[src/rtl/sram_controller.sv]
// External-SRAM controller for the MEM stage: splits one DATA_W access into
// DATA_W/SRAM_DW narrow beats, each held WAIT_CYCLES clocks; ready low = freeze.
module sram_controller #(
  parameter int          DATA_W      = 32,
  parameter int          SRAM_DW     = 16,
  parameter int          SRAM_AW     = 18,
  parameter int          WAIT_CYCLES = 2,
  parameter logic [31:0] BASE_ADDR   = 32'd1024
) (
  input  logic               clk,
  input  logic               rst,
  input  logic               read_en,
  input  logic               write_en,
  input  logic [31:0]        address,
  input  logic [DATA_W-1:0]  write_data,
  output logic [DATA_W-1:0]  read_data,
  output logic               ready,
  output logic [SRAM_AW-1:0] sram_addr,
  output logic [SRAM_DW-1:0] sram_dq_out,
  input  logic [SRAM_DW-1:0] sram_dq_in,
  output logic               sram_dq_oe,
  output logic               sram_we_n
);

  localparam int BEATS   = DATA_W / SRAM_DW;
  localparam int BYTE_SH = $clog2(DATA_W / 8);
  localparam int BW      = (BEATS > 1) ? $clog2(BEATS) : 1;
  localparam int WW      = (WAIT_CYCLES > 1) ? $clog2(WAIT_CYCLES) : 1;
  localparam logic [BW-1:0] BEAT_LAST = BW'(BEATS - 1);
  localparam logic [WW-1:0] WAIT_LAST = WW'(WAIT_CYCLES - 1);

  typedef enum logic [1:0] {IDLE, ACCESS, DONE} state_t;

  state_t              state, state_nxt;
  logic                op_wr;
  logic [DATA_W-1:0]   wdata_sh;
  logic [BW-1:0]       beat_cnt;
  logic [WW-1:0]       wait_cnt;
  logic                req;
  logic                wait_last;
  logic                beat_last;
  logic [SRAM_AW-1:0]  beat0_addr;

  assign req       = read_en | write_en;
  assign wait_last = (wait_cnt == WAIT_LAST);
  assign beat_last = (beat_cnt == BEAT_LAST);

  // Word index scaled to beats; truncation gives the silent modulo-2^SRAM_AW wrap.
  assign beat0_addr = SRAM_AW'(((address - BASE_ADDR) >> BYTE_SH) * 32'(BEATS));

  always_ff @(posedge clk or posedge rst) begin
    if (rst) state <= IDLE;
    else     state <= state_nxt;
  end

  always_comb begin
    state_nxt  = state;
    ready      = 1'b0;
    sram_dq_oe = 1'b0;
    sram_we_n  = 1'b1;
    case (state)
      IDLE: begin
        ready = ~req;
        if (req) state_nxt = ACCESS;
      end
      ACCESS: begin
        sram_dq_oe = op_wr;
        sram_we_n  = ~op_wr;
        if (wait_last && beat_last) state_nxt = DONE;
      end
      DONE: begin
        ready     = 1'b1;
        state_nxt = IDLE;
      end
      default: state_nxt = IDLE;
    endcase
  end

  // Write data is kept as a shift register so the next beat slice is always at the bottom.
  always_ff @(posedge clk or posedge rst) begin
    if (rst) begin
      op_wr       <= 1'b0;
      wdata_sh    <= '0;
      beat_cnt    <= '0;
      wait_cnt    <= '0;
      read_data   <= '0;
      sram_addr   <= '0;
      sram_dq_out <= '0;
    end else begin
      case (state)
        IDLE: begin
          if (req) begin
            op_wr       <= write_en;
            wdata_sh    <= write_data >> SRAM_DW;
            sram_dq_out <= write_data[SRAM_DW-1:0];
            sram_addr   <= beat0_addr;
            beat_cnt    <= '0;
            wait_cnt    <= '0;
          end
        end
        ACCESS: begin
          if (!op_wr && wait_last) begin
            for (int b = 0; b < BEATS; b++) begin
              if (beat_cnt == BW'(b)) read_data[b*SRAM_DW +: SRAM_DW] <= sram_dq_in;
            end
          end
          if (wait_last) begin
            wait_cnt <= '0;
            if (!beat_last) begin
              beat_cnt    <= beat_cnt + 1'b1;
              sram_addr   <= sram_addr + 1'b1;
              sram_dq_out <= wdata_sh[SRAM_DW-1:0];
              wdata_sh    <= wdata_sh >> SRAM_DW;
            end
          end else begin
            wait_cnt <= wait_cnt + 1'b1;
          end
        end
        default: ;
      endcase
    end
  end

endmodule

[config.mk]
export PLATFORM = sky130hd
export DESIGN_NAME = sram_controller
export DESIGN_NICKNAME = d
export VERILOG_FILES = /design/src/rtl/sram_controller.sv
export SDC_FILE = /design/constraint.sdc
export NUM_CORES = 1
export LEC_CHECK = 0
export CORE_AREA = 2 2 89 112
export DETAILED_ROUTE_END_ITERATION = 7
export DIE_AREA = 0 0 91 114
export HOLD_SLACK_MARGIN = 0.1
export PLACE_DENSITY = 0.86
export SLEW_MARGIN = 25
export SYNTH_ARGS = -nofsm -noshare
export SYNTH_HDL_FRONTEND = slang
export SYNTH_SLANG_ARGS = --single-unit
[constraint.sdc]
create_clock -name clk -period 3.1 [get_ports clk]
set_clock_uncertainty 0.15 [all_clocks]
set_input_delay 0.31 -clock clk [delete_from_list [all_inputs] [get_ports clk]]
set_output_delay 0.31 -clock clk [all_outputs]
set_load 0.02 [all_outputs]
# Yosys cells after proc, flatten, opt, wreduce, memory -nomap -nowiden
# Cells that the tools add are included.
# word_totals
ff_bits,103
input_bits,84
wordCells,59
# classes
n_reduce_logical,12
n_eq_ne,6
add_sub_neg,4
bitwise_logic,4
n_mux,24
# ops
op,n
$mux W32,3
$pmux W32 S2,1
$mux W18,3
$mux W16,3
$pmux W18 S2,1
$pmux W16 S2,1
$sub A19 B11 Y19 const B,1
$add A18 B1 Y18 const B,1
$reduce_and A3 Y1,3
$ne A2 B2 Y1 const B,4
$mux W1,6
$pmux W1 S2,3
$reduce_and A2 Y1,3
$mux W2,2
$pmux W2 S2,1
$reduce_and A4 Y1,1
$not A1 Y1,3
$add A1 B1 Y1 const B,2
$eq A2 B1 Y1 const B,1
$eq A2 B2 Y1 const B,1
$logic_and A1 B1 Y1,2
$logic_not A2 Y1,1
$reduce_bool A2 Y1,1
$logic_not A1 Y1,1
$or A1 B1 Y1,1

# Logic depth before layout (Yosys ltp)
# Gate-level depths: netlist (run 1).
# logic_depth
depth_word,4
ltp_mapped,7
mapped_depth_nobuf,6

# Least setup slack after synthesis (run 1)
# OpenSTA, ideal clock, no wires.
# synth_path
path_type,register -> register
start,register state[1]
end,register read_data[0]
setup_slack_ns,1.221
setup_ns,0.125
t_required_ns,2.825
stages_incl_launch_ff,7
arrival_ns,1.604
period_less_slack_ns,1.879
cell_sequence,dfrtp_1 nor2b_1 buf_2 nand2_1 nor3_2 buf_4 mux2_2
# synth_between
elab_chain_len,2
# synth_lines
item,line,text
start: declaration,34,"state_t state, state_nxt;"
start signal: assignment,53,else state <= state_nxt;
$eq A2 B1 Y1,90,case (state)
$reduce_and A3 Y1 (no line),-,
end signal: indexed assignment,104,if (beat_cnt == BW'(b)) read_data[b*SRAM_DW +: SRAM_DW] <= sram_dq_in;
end: declaration,16,"output logic [DATA_W-1:0] read_data,"
# No other way between the ends.
# A chain may end at the register's enable or synchronous reset.

# Worst setup path in the final report (run 1)
# layout_path
start,register state[0]
end,output sram_dq_oe
# layout_between
elab_chain_len,2
# layout_lines
item,line,text
$eq A2 B1 Y1,61,case (state)
$mux W1,61,
end: declaration,21,"output logic sram_dq_oe,"
# No other way between the ends.

==> out/metrics.cfg, run 1 <==
[timing]
setup_viol=0
final_max_slew_viol_count=0
max_freq_mhz=414
rsz0062_at_grt=false
period_share_pct=77.8
slew_headroom_pct=48.1
tns_ns=0
tightest_slew_ns=0.778
timing.hold.ws_ns=0.266
hold_viol=0
fin_crit_ns=2.41

[worst_setup_path]
regToRegSetupSlack_ns=0.77
r2r_start=state[0]$_DFFE_PP0P_
cp-endpoint=sram_dq_oe
critPathLaunchType=register
required_ns=2.64
endpoint_kind=primary output
arrival_ns=1.95
critPathKind=reg2out
reg2regPathDepth=6
worst-path-max-fanout=13
r2r_end=read_data[5]$_DFFE_PP0P_
worstSetupStartpoint=state[0]$_DFFE_PP0P_

[power]
p_leak_nw=2.42
internal-power_w=0.00387
power.share.clock_pct=16.5
cellPowerDensity_mw_per_mm2=1130
swShare_pct=41.3
p_sw_w=0.00272
pwr-share-seq_pct=32.1
p_total_w=0.00659
power_frac_comb_pct=51.4
peakVddDrop_v=0.000585

[run_status]
outcome=finished, final reports clean

[logic_synthesis]
synth_compound_gate_area_share_pct=12.5
synth_top_area_share_pct=54.0
synth_most_common_cell=dfrtp_1
synth_commonest_cells=87 x dfrtp_1, 83 x nand2_1, 32 x mux2_2
syn-num-nets=492
syn_avg_cell_area_um2=9.92
synth_top_family_by_area=simple AND/OR/NAND/NOR gates
synth_xor_area_share_pct=0.870
ys_seq_area_share_pct=54.0
async_reset_ff_share_pct=100
ys.flop_type=dfrtp_1
syn_inst=406
synth-adder-area-share_pct=0.621
syn_area_mm2=0.00403
yosys_warnings=0
yosysUniqueCellTypes=48
synth_area_leaders=dfrtp_1 54%, mux2_2 8.9%, nand2_1 7.7%
synth-seq-cells=87
synth_top_cell_by_area=dfrtp_1
synth_simple_gate_area_share_pct=19.8
synth_edf_count=0
synthMuxAreaShare_pct=8.94

[detailed_routing]
wl_per_cell_um=15.7
via_per_inst=5.39
route.vias.total=3594
ant_nets=0
dr.pass1.iters=5
drc=0
finalWirelength_um=10500
drt_iter0_markers=199

[layout]
ff_latch_area_mm2=0.00218
multi_input_area_mm2=0.00174
fillers=776
stdcell_area_mm2=0.00584
final_util_pct=62.1
nets=622
drive_above_1_share_pct=12.4
diodes=0
area_growth_pct=45.0

[hold_path]
hold_path_class=in2async

[clocking]
postCtsHoldBufs=0
cts_root_buffer=clkbuf_16
insertion_delay_ns=0.34
path_clk_slew_ns=0.07
cts_buffer_depth=2
cts_buffers=9
cts_sinks=87
postCtsSetupBuffers=0
cts_tree=yes
htree_levels=3
cts_resized=0

[global_routing]
track_usage_pct=20.6
antenna_found_initial=0
gr-total-overflow=0
grt_max_degree=46
grt_pass1_vias=3634
grt_pass1_wl_um=17300

[placed_design]
gp_congestion=0.826
numPortBuffers=137
post_dp_cell_area_mm2=0.00554
hpwl_um=7360

[floorplan]
die_x_um=91
core_mm2=0.00941
die_h_um=114
io_pins=153
rows=40
die-area_mm2=0.0104
initial_utilization_pct=42.8

[flow_run]
maxCapViolations=0

## metrics by stage
step | setup slack [ns] | std cells
floorplan | 0.390 | 406
global placement | 0.672 | 651
detailed placement | 0.656 | 651
CTS | 0.667 | 667
global route | 0.602 | 667
finish | 0.687 | 667
## flip-flops by register name, indices dropped and copies added (netlist names)
name,count
state,2
sram_addr,18
wdata_sh,16
wait_cnt,1
op_wr,1
beat_cnt,1
sram_dq_out,16
read_data,32
## power groups by stage
stage               combinational (W)  sequential [W]  clock [W]
CTS                           0.00343         0.00212    0.00111
global route                  0.00368         0.00219    0.00117
floorplan                     0.00155         0.00255          0
finish                        0.00339         0.00212    0.00109
global placement              0.00331         0.00209          0
detailed placement            0.00341         0.00213          0
## layout by cell type (no fill, tap or decap), types with 7 or more instances in the layout
cell type	count
a21oi_1	16
a31oi_1	18
buf_4	7
clkbuf_16	9
clkdlybuf4s50_1	137
dfrtp_1	87
mux2_2	32
nand2_1	83
nand3_1	24
nor2_1	26
o21ai_0	19
## layer usage
layer	track usage [%]	share of wire, %
met2	37.3	52
met3	4.56	5.5
met5	0	0
met4	6.46	1.1
met1	24.4	41
## worst min-delay path by stage
stage | end | depth (start not counted)
6_report | read_data[17]$_DFFE_PP0P_ | 2
3_3_place_gp | wdata_sh[2]$_DFFE_PP0P_ | 2
5_1_grt | read_data[1]$_DFFE_PP0P_ | 2
3_5_place_dp | wdata_sh[11]$_DFFE_PP0P_ | 2
4_1_cts | sram_dq_out[2]$_DFFE_PP0P_ | 2
2_1_floorplan | wdata_sh[0]$_DFFE_PP0P_ | 2
## logic make-up (layout without fill, tap and decap cells)
logic type | after synthesis | count (layout)
AND/OR/NAND/NOR | 171 | 171
flip-flops | 87 | 87
AO/OA/AOI/OAI | 79 | 79
multiplexers | 32 | 32
buffers and inverters | 31 | 166
XOR/XNOR | 4 | 4
adder cells (fa/ha/maj) | 2 | 2
## final cells by class
type	count	area share, %
Clock inverter	7	1.37
Clock buffer	9	3.86
Inverter	5	0.343
Tap cell	126	2.70
Timing Repair Buffer	145	24.7
Multi-Input combinational cell	288	29.7
Sequential cell	87	37.3
## worst max-delay path, cell delays in order (launching register included)
cell	delay, ns
dfrtp_1	0.61
nor2b_2	0.23
and2_1	0.17
clkdlybuf4s50_1	0.61
Note: power is estimated with default switching activity, not from simulation.
==> inputs of run 2 (changes only) <==
Settings changed: CORE_AREA 2 2 89 112 to 2 2 93 118, DIE_AREA 0 0 91 114 to 0 0 95 120, PLACE_DENSITY 0.86 to 0.82.
Clock period 3.1 ns to 2.21 ns, I/O delays scaled along.
==> out/metrics.cfg, run 2 (same netlist as run 1, synthesis figures left out) <==
[layout]
multi_input_area_mm2=0.00174
final_common_cell=clkdlybuf4s50_1
drive_above_1_share_pct=15.2
mostFrequentLayoutCells=136 x clkdlybuf4s50_1, 87 x dfrtp_1, 83 x nand2_1, 32 x mux2_2, 26 x nor2_1
reg_top3=read_data x32, sram_addr x18
final_util_pct=58.7
area_growth_pct=50.7
largest_reg_flops=32
ff_latch_area_mm2=0.00218
fillers=861
diodes=0
stdcell_area_mm2=0.00607
top_register=read_data
finalNonFillerCells=692
nets=642

[timing]
period_share_pct=96.8
max_freq_mhz=467
fin_crit_ns=2.14
setup_viol=0
tightest_slew_ns=0.662
hold_viol=0
final_max_slew_viol_count=0
rsz0062_at_grt=false
slew_headroom_pct=55.5

[floorplan]
die_x_um=95
rows=42
io_pins=153
die_h_um=120
die-area_mm2=0.0114
initial_utilization_pct=38.9
core_mm2=0.0104

[global_routing]
grt_pass1_wl_um=17100
gr-total-overflow=0
track_usage_pct=19.0
grt_pass1_vias=3595
antenna_found_initial=0
grt_max_degree=54

[worst_setup_path]
reg2regPathDepth=4
critPathLaunchType=register
critPathKind=reg2out
endpoint_kind=primary output
r2r_start=sram_addr[9]$_DFFE_PP0P_
regToRegSetupSlack_ns=0.12
required_ns=1.84
r2r_end=sram_addr[15]$_DFFE_PP0P_
worst-path-max-fanout=6
arrival_ns=1.77

[clocking]
cts_buffer_depth=2
postCtsSetupBuffers=0
path_clk_slew_ns=0.06
cts_sinks=87
htree_levels=3
cts_tree=yes
cts_root_buffer=clkbuf_16
insertion_delay_ns=0.33
cts_buffers=9

[power]
internal-power_w=0.00574
p_total_w=0.00955
cellPowerDensity_mw_per_mm2=1570
pwr-share-seq_pct=30.5
peakVddDrop_v=0.000726
p_sw_w=0.00381
p_leak_nw=2.56
power_frac_comb_pct=52.6
power.share.clock_pct=16.9
swShare_pct=39.9

[placed_design]
numPortBuffers=137
dp_cells=676
post_dp_cell_area_mm2=0.00574
gp_congestion=0.815
hpwl_um=7650

[hold_path]
min_path_cells=3
hp-start=write_data[30]
whs_endpoint=wdata_sh[14]$_DFFE_PP0P_
hold_path_class=in2reg

[detailed_routing]
wl_per_cell_um=15.2
drc=0
drt_iter0_markers=169
dr.pass1.iters=4
via_per_inst=5.24
finalWirelength_um=10500
ant_nets=0
route.vias.total=3628

[flow_run]
maxCapViolations=0

[run_status]
outcome=finished, final reports clean

## run 2: area by class of cell
cell class	count	area share (%)
clock buffer	10	3.93
timing repair buffer	165	27.2
multi-input combinational	288	28.6
sequential	87	35.8
tap	132	2.72
clock inverter	5	1.36
inverter	5	0.371
## run 2: power groups by stage
stage / logic, W / clock network (W) / registers (W)
floorplan: 0.00217 / 0 / 0.00357
global placement: 0.00490 / 0 / 0.00288
detailed placement: 0.00503 / 0 / 0.00294
CTS: 0.00507 / 0.00165 / 0.00292
global route: 0.00545 / 0.00171 / 0.00302
finish: 0.00502 / 0.00161 / 0.00292
## run 2: worst max-delay path by stage
stage | startpoint | end | slack [ns]
after CTS | state[1]$_DFFE_PP0P_ | ready | 0.04
final | state[1]$_DFFE_PP0P_ | sram_dq_oe | 0.07
after floorplan | state[1]$_DFFE_PP0P_ | read_data[0]$_DFFE_PP0P_ | 0.33
after detailed placement | address[10] | sram_addr[17]$_DFFE_PP0P_ | -0.05
after global placement | address[10] | sram_addr[17]$_DFFE_PP0P_ | -0.04
after global routing | state[1]$_DFFE_PP0P_ | sram_dq_oe | 0.004
## run 2: routing by layer
metal | GRT usage (%) | share of wire, %
met1 | 23.7 | 40
met2 | 32.3 | 51
met3 | 3.14 | 7.0
met4 | 7.70 | 2.1
met5 | 0 | 0
## run 2: stage by stage
stage | TNS, ns | hold WS, ns | setup WS (ns)
after detailed placement | -0.0847 | 0.307 | -0.0532
final | 0 | 0.281 | 0.0704
after floorplan | 0 | 0.204 | 0.331
after global placement | -0.0364 | 0.299 | -0.0364
after global routing | 0 | 0.289 | 0.00413
after CTS | 0 | 0.269 | 0.0393
## run 2: worst max-delay path, stage by stage, from the launching register on
cell             delay, ns
dfrtp_1               0.44
nor2b_2               0.20
and2_1                0.19
clkdlybuf4s50_1       0.61
## run 2: what timing repair did
| action | 4_1_cts | 5_1_grt |
|---|---|---|
| hold endpoints to repair | 6 | 0 |
| hold buffers | 1 | 0 |
| gates resized for setup | 0 | 1 |
| setup endpoints to repair | 0 | 1 |
